`config.mk`:
```
export PLATFORM = sky130hd
export DESIGN_NAME = voice_allocator
export DESIGN_NICKNAME = d
export VERILOG_FILES = /design/src/rtl/voice_allocator.sv
export SDC_FILE = /design/constraint.sdc
export NUM_CORES = 1
export LEC_CHECK = 0
export CORE_MARGIN = 2
export CORE_UTILIZATION = 50
export CTS_CLUSTER_DIAMETER = 50
export DETAILED_ROUTE_END_ITERATION = 8
export PLACE_DENSITY = 0.73
export SYNTH_ARGS = -nofsm -noshare
export SYNTH_HDL_FRONTEND = slang
export SYNTH_SLANG_ARGS = --single-unit
```
`constraint.sdc`:
```
create_clock -name clk -period 16.8 [get_ports clk]
set_input_delay 3.36 -clock clk [delete_from_list [all_inputs] [get_ports clk]]
set_output_delay 3.36 -clock clk [all_outputs]
set_load 0.005 [all_outputs]
```
`src/rtl/voice_allocator.sv`:
```
// voice_allocator: maps note-on/note-off events onto NUM_VOICES synth voice slots
// and drives the per-voice active mask, note numbers and restart pulses.
// Latency: an event accepted at edge E0 updates the outputs at E2, so one event
//   is taken every 3 cycles.
// Backpressure: note_ready is low outside IDLE, while all_off is high, and in reset.
// Ports:
//   clk, reset           clock and synchronous active-high reset
//   note_valid/ready     event handshake; note_on selects on/off, note_num the key
//   all_off              panic release of every voice, honoured only in IDLE
//   in_use               per-voice active mask
//   voice_notes          voice i note in bits [i*NOTE_W +: NOTE_W]
//   voice_start, stolen  one-cycle pulses for (re)trigger and eviction
module voice_allocator #(
  parameter int NUM_VOICES = 10,
  parameter int NOTE_W     = 7,
  parameter int AGE_W      = 8
) (
  input  logic                         clk,
  input  logic                         reset,
  input  logic                         note_valid,
  output logic                         note_ready,
  input  logic                         note_on,
  input  logic [NOTE_W-1:0]            note_num,
  input  logic                         all_off,
  output logic [NUM_VOICES-1:0]        in_use,
  output logic [NUM_VOICES*NOTE_W-1:0] voice_notes,
  output logic [NUM_VOICES-1:0]        voice_start,
  output logic                         stolen
);

  localparam int IDX_W = $clog2(NUM_VOICES);

  typedef enum logic [1:0] {S_IDLE, S_SEARCH, S_APPLY} state_t;

  state_t                  r_state;
  logic                    r_on;
  logic [NOTE_W-1:0]       r_num;
  logic [NUM_VOICES-1:0]   r_in_use;
  logic [NOTE_W-1:0]       r_notes [NUM_VOICES];
  logic [AGE_W-1:0]        r_age   [NUM_VOICES];
  logic [NUM_VOICES-1:0]   r_start;
  logic                    r_stolen;

  // Search results captured in SEARCH and consumed in APPLY.
  logic [NUM_VOICES-1:0]   r_match;
  logic                    r_has_match;
  logic                    r_has_free;
  logic [IDX_W-1:0]        r_match_idx;
  logic [IDX_W-1:0]        r_free_idx;
  logic [IDX_W-1:0]        r_old_idx;

  logic [NUM_VOICES-1:0]   w_match;
  logic                    w_has_match;
  logic                    w_has_free;
  logic [IDX_W-1:0]        w_match_idx;
  logic [IDX_W-1:0]        w_free_idx;
  logic [IDX_W-1:0]        w_old_idx;
  logic [AGE_W-1:0]        w_old_age;
  logic [IDX_W-1:0]        w_sel;

  assign note_ready = (r_state == S_IDLE) && !reset && !all_off;

  always_comb begin
    w_match     = '0;
    w_has_match = 1'b0;
    w_match_idx = '0;
    w_has_free  = 1'b0;
    w_free_idx  = '0;
    // Walking downwards lets the lowest index be the last (winning) write.
    for (int i = NUM_VOICES - 1; i >= 0; i--) begin
      if (r_in_use[i] && (r_notes[i] == r_num)) begin
        w_match[i]  = 1'b1;
        w_has_match = 1'b1;
        w_match_idx = IDX_W'(i);
      end
      if (!r_in_use[i]) begin
        w_has_free = 1'b1;
        w_free_idx = IDX_W'(i);
      end
    end
    // Strictly-greater compare keeps the lowest index on age ties.
    w_old_idx = '0;
    w_old_age = r_age[0];
    for (int i = 1; i < NUM_VOICES; i++) begin
      if (r_age[i] > w_old_age) begin
        w_old_age = r_age[i];
        w_old_idx = IDX_W'(i);
      end
    end
  end

  // Priority: retrigger an existing holder, else a free slot, else the oldest.
  assign w_sel = r_has_match ? r_match_idx : (r_has_free ? r_free_idx : r_old_idx);

  always_ff @(posedge clk) begin
    if (reset) begin
      r_state     <= S_IDLE;
      r_on        <= 1'b0;
      r_num       <= '0;
      r_in_use    <= '0;
      r_start     <= '0;
      r_stolen    <= 1'b0;
      r_match     <= '0;
      r_has_match <= 1'b0;
      r_has_free  <= 1'b0;
      r_match_idx <= '0;
      r_free_idx  <= '0;
      r_old_idx   <= '0;
      for (int i = 0; i < NUM_VOICES; i++) begin
        r_notes[i] <= '0;
        r_age[i]   <= '0;
      end
    end else begin
      r_start  <= '0;
      r_stolen <= 1'b0;
      case (r_state)
        S_IDLE: begin
          if (all_off) begin
            r_in_use <= '0;
            for (int i = 0; i < NUM_VOICES; i++) r_age[i] <= '0;
          end else if (note_valid) begin
            r_on    <= note_on;
            r_num   <= note_num;
            r_state <= S_SEARCH;
          end
        end
        S_SEARCH: begin
          r_match     <= w_match;
          r_has_match <= w_has_match;
          r_has_free  <= w_has_free;
          r_match_idx <= w_match_idx;
          r_free_idx  <= w_free_idx;
          r_old_idx   <= w_old_idx;
          r_state     <= S_APPLY;
        end
        S_APPLY: begin
          r_state <= S_IDLE;
          if (r_on) begin
            for (int i = 0; i < NUM_VOICES; i++) begin
              if (IDX_W'(i) == w_sel) begin
                r_in_use[i] <= 1'b1;
                r_notes[i]  <= r_num;
                r_age[i]    <= '0;
                r_start[i]  <= 1'b1;
              end else if (r_in_use[i] && (r_age[i] != {AGE_W{1'b1}})) begin
                r_age[i] <= r_age[i] + 1'b1;
              end
            end
            r_stolen <= !r_has_match && !r_has_free;
          end else begin
            // Released voices keep their note but drop back to age 0.
            for (int i = 0; i < NUM_VOICES; i++) begin
              if (r_match[i]) begin
                r_in_use[i] <= 1'b0;
                r_age[i]    <= '0;
              end
            end
          end
        end
        default: r_state <= S_IDLE;
      endcase
    end
  end

  assign in_use      = r_in_use;
  assign voice_start = r_start;
  assign stolen      = r_stolen;

  for (genvar g = 0; g < NUM_VOICES; g++) begin : g_notes
    assign voice_notes[g*NOTE_W +: NOTE_W] = r_notes[g];
  end

endmodule
```
# Yosys cells after proc, flatten, opt, wreduce, memory -nomap -nowiden
# Memory sizes are Yosys's and may differ from the RTL's.
# Cells that the tools add are included.
# totals
regBits	55
mem_bits_rw	150
wordCells	502
mem_count	2
# op_classes
n_addsub	10
order_cmp	9
eq_ne	54
n_mux	310
bitwise	53
reduce_logical	43
# mem_list
name	words	word_bits	read_ports	rd_clocked_by_memory_dff	write_ports	line	text
r_age	10	8	10	0	10	40	logic [AGE_W-1:0] r_age [NUM_VOICES];
r_notes	10	7	10	0	10	39	logic [NOTE_W-1:0] r_notes [NUM_VOICES];
# op_table
op	n
$mux W8	48
$mux W1	216
$mux W4	30
$add A8 B1 Y8 const B	10
$ne A8 B8 Y1 const B	10
$gt A8 B8 Y1	9
$eq A7 B7 Y1	10
$mux W7	10
$ne A3 B3 Y1 const B	20
$or A1 B1 Y1	50
$reduce_and A4 Y1	10
$logic_and A1 B1 Y1	23
$mux W10	2
$pmux W10 S2	1
$eq A3 B4 Y1 const A	4
$eq A2 B4 Y1 const A	2
$eq A4 B4 Y1 const A	2
$ne A2 B2 Y1 const B	3
$eq A1 B4 Y1 const A	1
$logic_not A1 Y1	4
$logic_not A4 Y1	1
$mux W2	2
$pmux W2 S2	1
$not A1 Y1	3
7 further kinds	7

# Depth between registers and ports, before layout
# An unclocked memory read counts as a cell.
# depth
depth_word	19
depth_mapped	91
mapped_depth_nobuf	85

# Worst setup path after synthesis
# No wires, ideal clock.
# synth_timing
path_kind	register to register
start	mem r_age[1][5]
end	reg r_old_idx[1]
setup_time_ps	74
arrival_time_ps	15823
required_ps	16726
setup_slack_ps	903
path_stages_with_launch	87
period_less_slack_ps	15897
path_cell_list	edfxtp_1 > ha_1 > a211o_1 > o211ai_2 > nand2b_1 > o21ai_1 > mux2i_1 > ha_1 > a21oi_1 > o21ai_0 > a211o_1 > a21oi_1 > or4_1 > buf_2 > clkbuf_1 > nor2_1 > a21oi_1 > inv_1 > (+51 left out) > ha_1 > nor2b_1 > o21a_1 > o21ai_0 > nand2b_1 > a21oi_1 > o21ai_0 > o21ai_0 > clkbuf_1 > mux2i_1 > ha_1 > a21o_1 > a21o_1 > a21oi_1 > o21ai_0 > a21oi_1 > nand3b_1 > o21ai_0
# synth_lines
element	line	text
start: declaration	40	
end signal: assignment	133	r_old_idx <= w_old_idx;
end: declaration	50	logic [IDX_W-1:0] r_old_idx;

==> results.json <==
{
  "cp_data_arrival_time_ns": 16.32,
  "power.density_mw_per_mm2": 141,
  "ant_nets": 0,
  "dp_hpwl_mm": 22.7,
  "place_ws_ns": -0.396,
  "root_buffer": "clkbuf_16",
  "yosys_warnings": 0,
  "dieWidth_um": 162,
  "postSynthAreaPerCell_um2": 9.55,
  "drv_cap": 0,
  "clkSinkCount": 205,
  "fp.dieH_um": 162,
  "synthArstFlopShare": 0,
  "register_area_mm2": 0.00561,
  "first_pass_iters": 5,
  "initialDrtViolationCount": 622,
  "rows": 57,
  "ys_ff_latch": 205,
  "hold_viol": 0,
  "tritoncts": "done",
  "p_leak_nw": 5.67,
  "required_ns": 17.24,
  "multi_input_area_mm2": 0.00665,
  "status": "complete, no violations",
  "synth_top_area_share": 0.359,
  "fin_ws_ns": 0.913,
  "totalWireLength_mm": 31.6,
  "fmax_mhz": 62.9,
  "grt_use_total": 0.235,
  "slowest_stage": "edfxtp_1",
  "cpMostUsedCell": "ha_1",
  "min_period_ns": 15.89,
  "n_antenna_cell": 0,
  "antenna_found_initial": 0,
  "cpPeakStageDelay_ns": 0.44,
  "routabilityCongestion": 0.868,
  "h-tree-depth": 1,
  "hold_class": "reg2reg",
  "grt-ovfl-total": 0,
  "io_buffer_count": 103,
  "post-route-util": 0.617,
  "drive_gt1_frac": 0.104,
  "area_growth_syn_to_layout_pct": 20.4,
  "synth_area_mm2": 0.0125,
  "r2r-start": "r_age[1][5]$_SDFFCE_PP0P_",
  "crit_start": "r_age[1][5]$_SDFFCE_PP0P_",
  "dieArea_mm2": 0.0264,
  "cp_max_fo": 12,
  "drc": 0,
  "setup_viol": 0,
  "vias": 9995,
  "synth_largest_area_cell": "edfxtp_1",
  "grt_max_degree": 68,
  "drv_slew": 0,
  "syn_inst": 1312,
  "cp-end-kind": "register",
  "peakVddDrop_mv": 0.0914,
  "core_area_mm2": 0.0245,
  "min_from": "r_match_idx[1]$_SDFFE_PP0N_",
  "criticalPathCategory": "reg2reg",
  "placedCellCount": 1708,
  "clk_latency_ns": 0.52,
  "initial_core_util": 0.512,
  "syn-num-nets": 1400,
  "final_cell_mix": "nor2_1 (189), edfxtp_1 (150), clkdlybuf4s50_1 (102), nand2_1 (101), xnor2_1 (92)",
  "worstMarginPinSlew_ns": 1.09,
  "netlist_top_cells_area": "edfxtp_1 (36%), dfxtp_1 (8.8%), ha_1 (7.6%)",
  "ioPinCount": 104,
  "nets": 1525,
  "synth_cell_type_count": 65,
  "fin_worst_skew_ns": 0.0115,
  "grt_pass1_wl_mm": 49.9,
  "via_per_inst": 5.62,
  "clkTransAtPathRegs_ns": 0.06,
  "wire_per_inst_um": 17.8,
  "synth_seq_area_share": 0.447,
  "cp-start-kind": "register",
  "synth-edff-count": 150,
  "mostFrequentLayoutCell": "nor2_1",
  "timing.final.crit_share": 0.946,
  "final_cell_count_no_fill": 1780,
  "num-fill-cells": 1995,
  "clock_path_buffers": 3,
  "cts_made_buffers": 25,
  "grt_pass1_vias": 9733,
  "synth_flop_cell": "edfxtp_1",
  "relSlewSlack": 0.273
}
## power breakdown
part           internal, mW  switching, mW  total, mW
clock network         0.319          0.215      0.534
logic                 0.471          0.532       1.00
registers             0.563         0.0276      0.591
## registers in the layout, indices dropped and copies added (netlist names), 4 cells and up
name         flops
r_free_idx       4
in_use          10
r_match         10
r_match_idx      4
r_old_idx        4
r_age           80
voice_start     10
r_num            7
r_notes         70
## worst max-delay path, delay by kind of cell (launching register included)
family / cells / cell delay, ns
fa+ha+maj: 9 / 2.47
buf+inv: 9 / 1.15
flops: 1 / 0.44
simple gates: 21 / 3.48
compound gates: 32 / 5.94
mux: 8 / 2.29
## layer usage
| metal | part of all wire | vias to the layer above | global-route usage |
|---|---|---|---|
| li1 | - | 4863 | - |
| met1 | 0.45 | 4757 | 0.316 |
| met2 | 0.46 | 319 | 0.387 |
| met3 | 0.071 | 56 | 0.0494 |
| met4 | 0.022 | 0 | 0.0656 |
| met5 | 0 | - | 0 |
## kinds of logic after synthesis
kind of cell	count (synthesis)	share of synthesized area
buffers and inverters	116	0.0354
AOI/OAI and AO/OA	185	0.0939
DFF	205	0.447
adders and majority gates	78	0.0776
xor gates and xnor gates	131	0.0915
muxes	51	0.0439
and+or+nand+nor	546	0.210
## synthesized netlist by cell type (3+ instances only)
library cell / count
clkbuf_1: 30
xnor2_1: 92
dfxtp_1: 55
nor2b_1: 14
edfxtp_1: 150
and2_1: 60
and4_1: 6
o21ai_0: 35
or2_2: 4
nand3b_1: 4
o21a_1: 9
a211oi_1: 6
a21oi_1: 76
nor2_1: 191
mux2_2: 21
o21bai_1: 3
a211o_1: 5
ha_1: 76
nand3_1: 63
buf_1: 11
nor3_1: 13
nor4_1: 6
a21o_1: 15
a311oi_1: 3
or2_1: 3
mux2i_1: 27
a31oi_1: 3
nand2_1: 102
nand4_1: 40
o211ai_1: 3
xor2_1: 39
inv_1: 72
and3_1: 9
o21ai_1: 4
nand2b_1: 21
## what timing repair did
action	in CTS	in global routing
setup buffers	0	25
gates cloned	0	1
resized for setup	3	41
setup endpoints to repair	4	4
hold buffers	0	0
pin swaps	0	16
## per-stage QoR
stage          TNS [ns]  hold slack [ns]  power, mW  area [µm²]
6_report              0            0.452       2.13       15100
3_3_place_gp          0            0.444       1.44       13900
4_1_cts               0            0.452       2.01       14700
5_1_grt          -0.576            0.460       2.27       15100
2_1_floorplan         0            0.432       1.26       12500
3_5_place_dp      -1.38            0.446       1.47       13900
## area by class of cell
type | instances | area share
clock inverters | 14 | 0.00813
flip-flops and latches | 205 | 0.371
repair buffers | 141 | 0.0874
well taps | 324 | 0.0269
inverters | 72 | 0.0179
multi-input cells | 992 | 0.441
clock buffers | 32 | 0.0473
## path summary, 6_finish.rpt
check / endpoint / slack, ns / cells past startpoint
setup reg to reg: r_old_idx[2]$_SDFFE_PP0N_ / 0.91 / 79
hold / removal: r_match_idx[1]$_SDFFE_PP0N_ / 0.45 / 2
setup / recovery: r_old_idx[2]$_SDFFE_PP0N_ / 0.91 / 79
hold reg to reg: r_match_idx[1]$_SDFFE_PP0N_ / 0.45 / 2
Note: power is estimated with default switching activity, not from simulation.
==> patch (same settings) <==
The parameter `NUM_VOICES` goes from 10 to 9.
--- a/src/rtl/voice_allocator.sv
+++ b/src/rtl/voice_allocator.sv
@@ -12,5 +12,5 @@
 //   voice_start, stolen  one-cycle pulses for (re)trigger and eviction
 module voice_allocator #(
-  parameter int NUM_VOICES = 10,
+  parameter int NUM_VOICES = 9,
   parameter int NOTE_W     = 7,
   parameter int AGE_W      = 8
Interface: changed (resized in_use, voice_notes and voice_start); port bits go from 104 to 95. The function was not compared with the original's and may differ.
==> patch against the original RTL <==
Non-clock buffer count shrank 40. Synthesized cell count shrank 1.6%. Critical path type unchanged. Critical path depth shrank 1. Highest routed layer unchanged. Setup slack gained 0.36 ns. Area after synthesis shrank 10%. Sequential cell count shrank 18. Maximum frequency grew 2.3%. Final cell count shrank 6.7%. Design area shrank 13%. Via count grew 0.22%. Routed wire length shrank 2.4%. Hold slack gained 0.018 ns.
Power is not compared: it rests on default switching activity, and its combinational part moved more than twofold at a synthesized area within 25%.
==> patch: results (changes against the original RTL) <==
- H-Tree Depth: 4 (+3)
- Placed cell count: 1,625 (-4.9%)
- Synth Net Count: 1,371 (-2.1%)
- CP max-delay cell: or4_4
- Primary FF master, synth: dfxtp_1
- Worst path max stage delay: 0.54 ns (+0.10 ns)
- Hold Slack: 0.4700 ns (+0.01805 ns)
- Filler cells: 1,904 (-4.6%)
- Overall Global Routing Usage: 26.13% (+2.6 points)
- Initial antenna violation count: 0 (unchanged)
- Drt wl/cell: 18.61 um (+4.7%)
- Hold Path End: r_match[0]$_SDFFE_PP0N_
- Number of port buffers: 94 (-8.7%)
- Synth unique cells: 70 (+7.7%)
- Largest delay share family, worst path: compound AO/OA/AOI/OAI gates
- Crit path max fanout: 14 (+2)
- Initial DRC Count: 702 (+13%)
- Min-Delay Startpoint: r_match[0]$_SDFFE_PP0N_
- Vias in the first global route: 9,459 (-2.8%)
- Dpl hpwl: 23,250 um (+2.5%)
- Ys Warns: 0 (unchanged)
- Sequential element share of the synthesized area: 39.61% (-5.1 points)
- Max IR drop VDD: 0.07595 mV
- Final Non-Filler Cells: 1,660 (-6.7%)
- Max Buffers Root-to-Sink: 2 (-1)
- RePlAce Congestion: 0.9376 (+8.0%)
- RR Endpoint: r_old_idx[0]$_SDFFE_PP0N_
- Syn Area/Cell: 8.711 um2 (-8.8%)
- Clk root buf: clkbuf_16
- First-pass GRT wire length: 49,820 um (-0.14%)
- FF-to-FF path depth: 78 (-1.3%)
- Largest registers: r_age (72), r_notes (63)
- TritonCTS buffer count: 17 (-32%)
- Status: complete, no violations
- Leakage power: 5.214 nW
- Reg clk slew, reported paths: 0.08 ns (+0.02 ns)
- Reg2Reg Launch Point: r_age[0][1]$_SDFFE_PP0P_
- Final Skew: 0.01288 ns (+0.001327 ns)
- Clk Latency, worst-skew pair: 0.44 ns (-0.08 ns)
- Place WS: 0.5215 ns (+0.9172 ns)
- Largest net degree at the start of global routing: 54 (-21%)
- Worst-Margin Slew: 1.022 ns (-0.06666 ns)
- Share of layout cells above drive strength 1: 6.594% (-3.8 points)
- Top cells by count, synth: nor2_1, a21oi_1, dfxtp_1
- Initial DRT Pass Iterations: 6 (+1)
- Flop2flop setup slack: 1.28 ns (+0.36 ns)
- Post-synth EDFFs: 71 (-53%)
- Worst hold stages: 2 (unchanged)
- Ys async rst share: 0% (unchanged)
- # diodes: 0 (unchanged)
- Dpl cell area: 12,390 um2 (-11%)
- Critical Path AT: 15.90 ns (-0.42 ns)
- Class of the worst hold path: flip-flop to flip-flop
- Vias after detailed routing: 10,020 (+0.22%)
- Largest cells by area after synthesis: dfxtp_1, edfxtp_1, ha_1
-- patch: cell types whose count changed after synthesis, sizes merged, moves of 14 or more --
| cell | before | now |
|---|---|---|
| edfxtp | 150 | 71 |
| dfxtp | 55 | 116 |
| o21ai | 39 | 86 |
| xnor2 | 92 | 46 |
| a21oi | 76 | 120 |
| and3 | 9 | 51 |
| and2 | 61 | 20 |
| nor2 | 191 | 152 |
| nand2 | 102 | 76 |
| nand3b | 4 | 23 |
| nor3 | 13 | 28 |
| xor2 | 39 | 24 |
| inv | 72 | 58 |
| mux2 | 23 | 9 |
-- patch: how the worst max path moves through the flow --
stage                        startpoint                         to  slack (ns)  cells past startpoint
5_1_grt        r_age[0][3]$_SDFFE_PP0P_  r_old_idx[0]$_SDFFE_PP0N_        0.01                     79
3_3_place_gp   r_age[0][1]$_SDFFE_PP0P_  r_old_idx[0]$_SDFFE_PP0N_        1.15                     76
3_5_place_dp   r_age[0][1]$_SDFFE_PP0P_  r_old_idx[0]$_SDFFE_PP0N_        0.52                     75
6_report       r_age[0][1]$_SDFFE_PP0P_  r_old_idx[0]$_SDFFE_PP0N_        1.28                     78
2_1_floorplan  r_age[0][1]$_SDFFE_PP0P_  r_old_idx[0]$_SDFFE_PP0N_        2.34                     76
4_1_cts        r_age[0][1]$_SDFFE_PP0P_  r_old_idx[0]$_SDFFE_PP0N_        0.45                     76
-- patch: area by class of cell --
class	count	area, um2	area share (%)
flip-flops and latches	187	4454	34.07
well taps	280	350.3	2.679
inverters	58	217.7	1.665
clock buffers	17	425.4	3.254
clock inverters	15	187.7	1.435
multi-input cells	1002	6451	49.34
repair buffers	101	988.4	7.560
-- patch: where the power goes --
group          internal (mW)  total, mW  switching, mW
Combinational         0.0250     0.0507         0.0257
Sequential             0.477      0.488         0.0115
Clock                  0.203      0.409          0.206
Total                  0.705      0.948          0.243
-- patch: repair_timing --
item,4_1_cts,5_1_grt
setup endpoints to repair,0,4
gates resized for setup,0,9
hold buffers,0,0
setup buffers,0,3
-- patch: routing by layer --
metal,GRT usage [%],up-vias,routed length (um)
li1,-,4875,-
met4,9.079,0,853
met1,34.09,4773,13560
met2,42.90,318,14480
met3,5.834,51,1992
met5,0,-,0
-- patch: kinds of logic (layout without fill, tap and decap cells) --
logic type | after synthesis | count (layout) | synth area share (%)
adders and majority gates | 68 | 68 | 7.566
buffers and inverters | 102 | 191 | 3.471
muxes | 27 | 27 | 2.537
DFF | 187 | 187 | 39.61
AOI/OAI and AO/OA | 334 | 334 | 18.79
xor gates and xnor gates | 70 | 70 | 5.452
and+or+nand+nor | 503 | 503 | 22.57
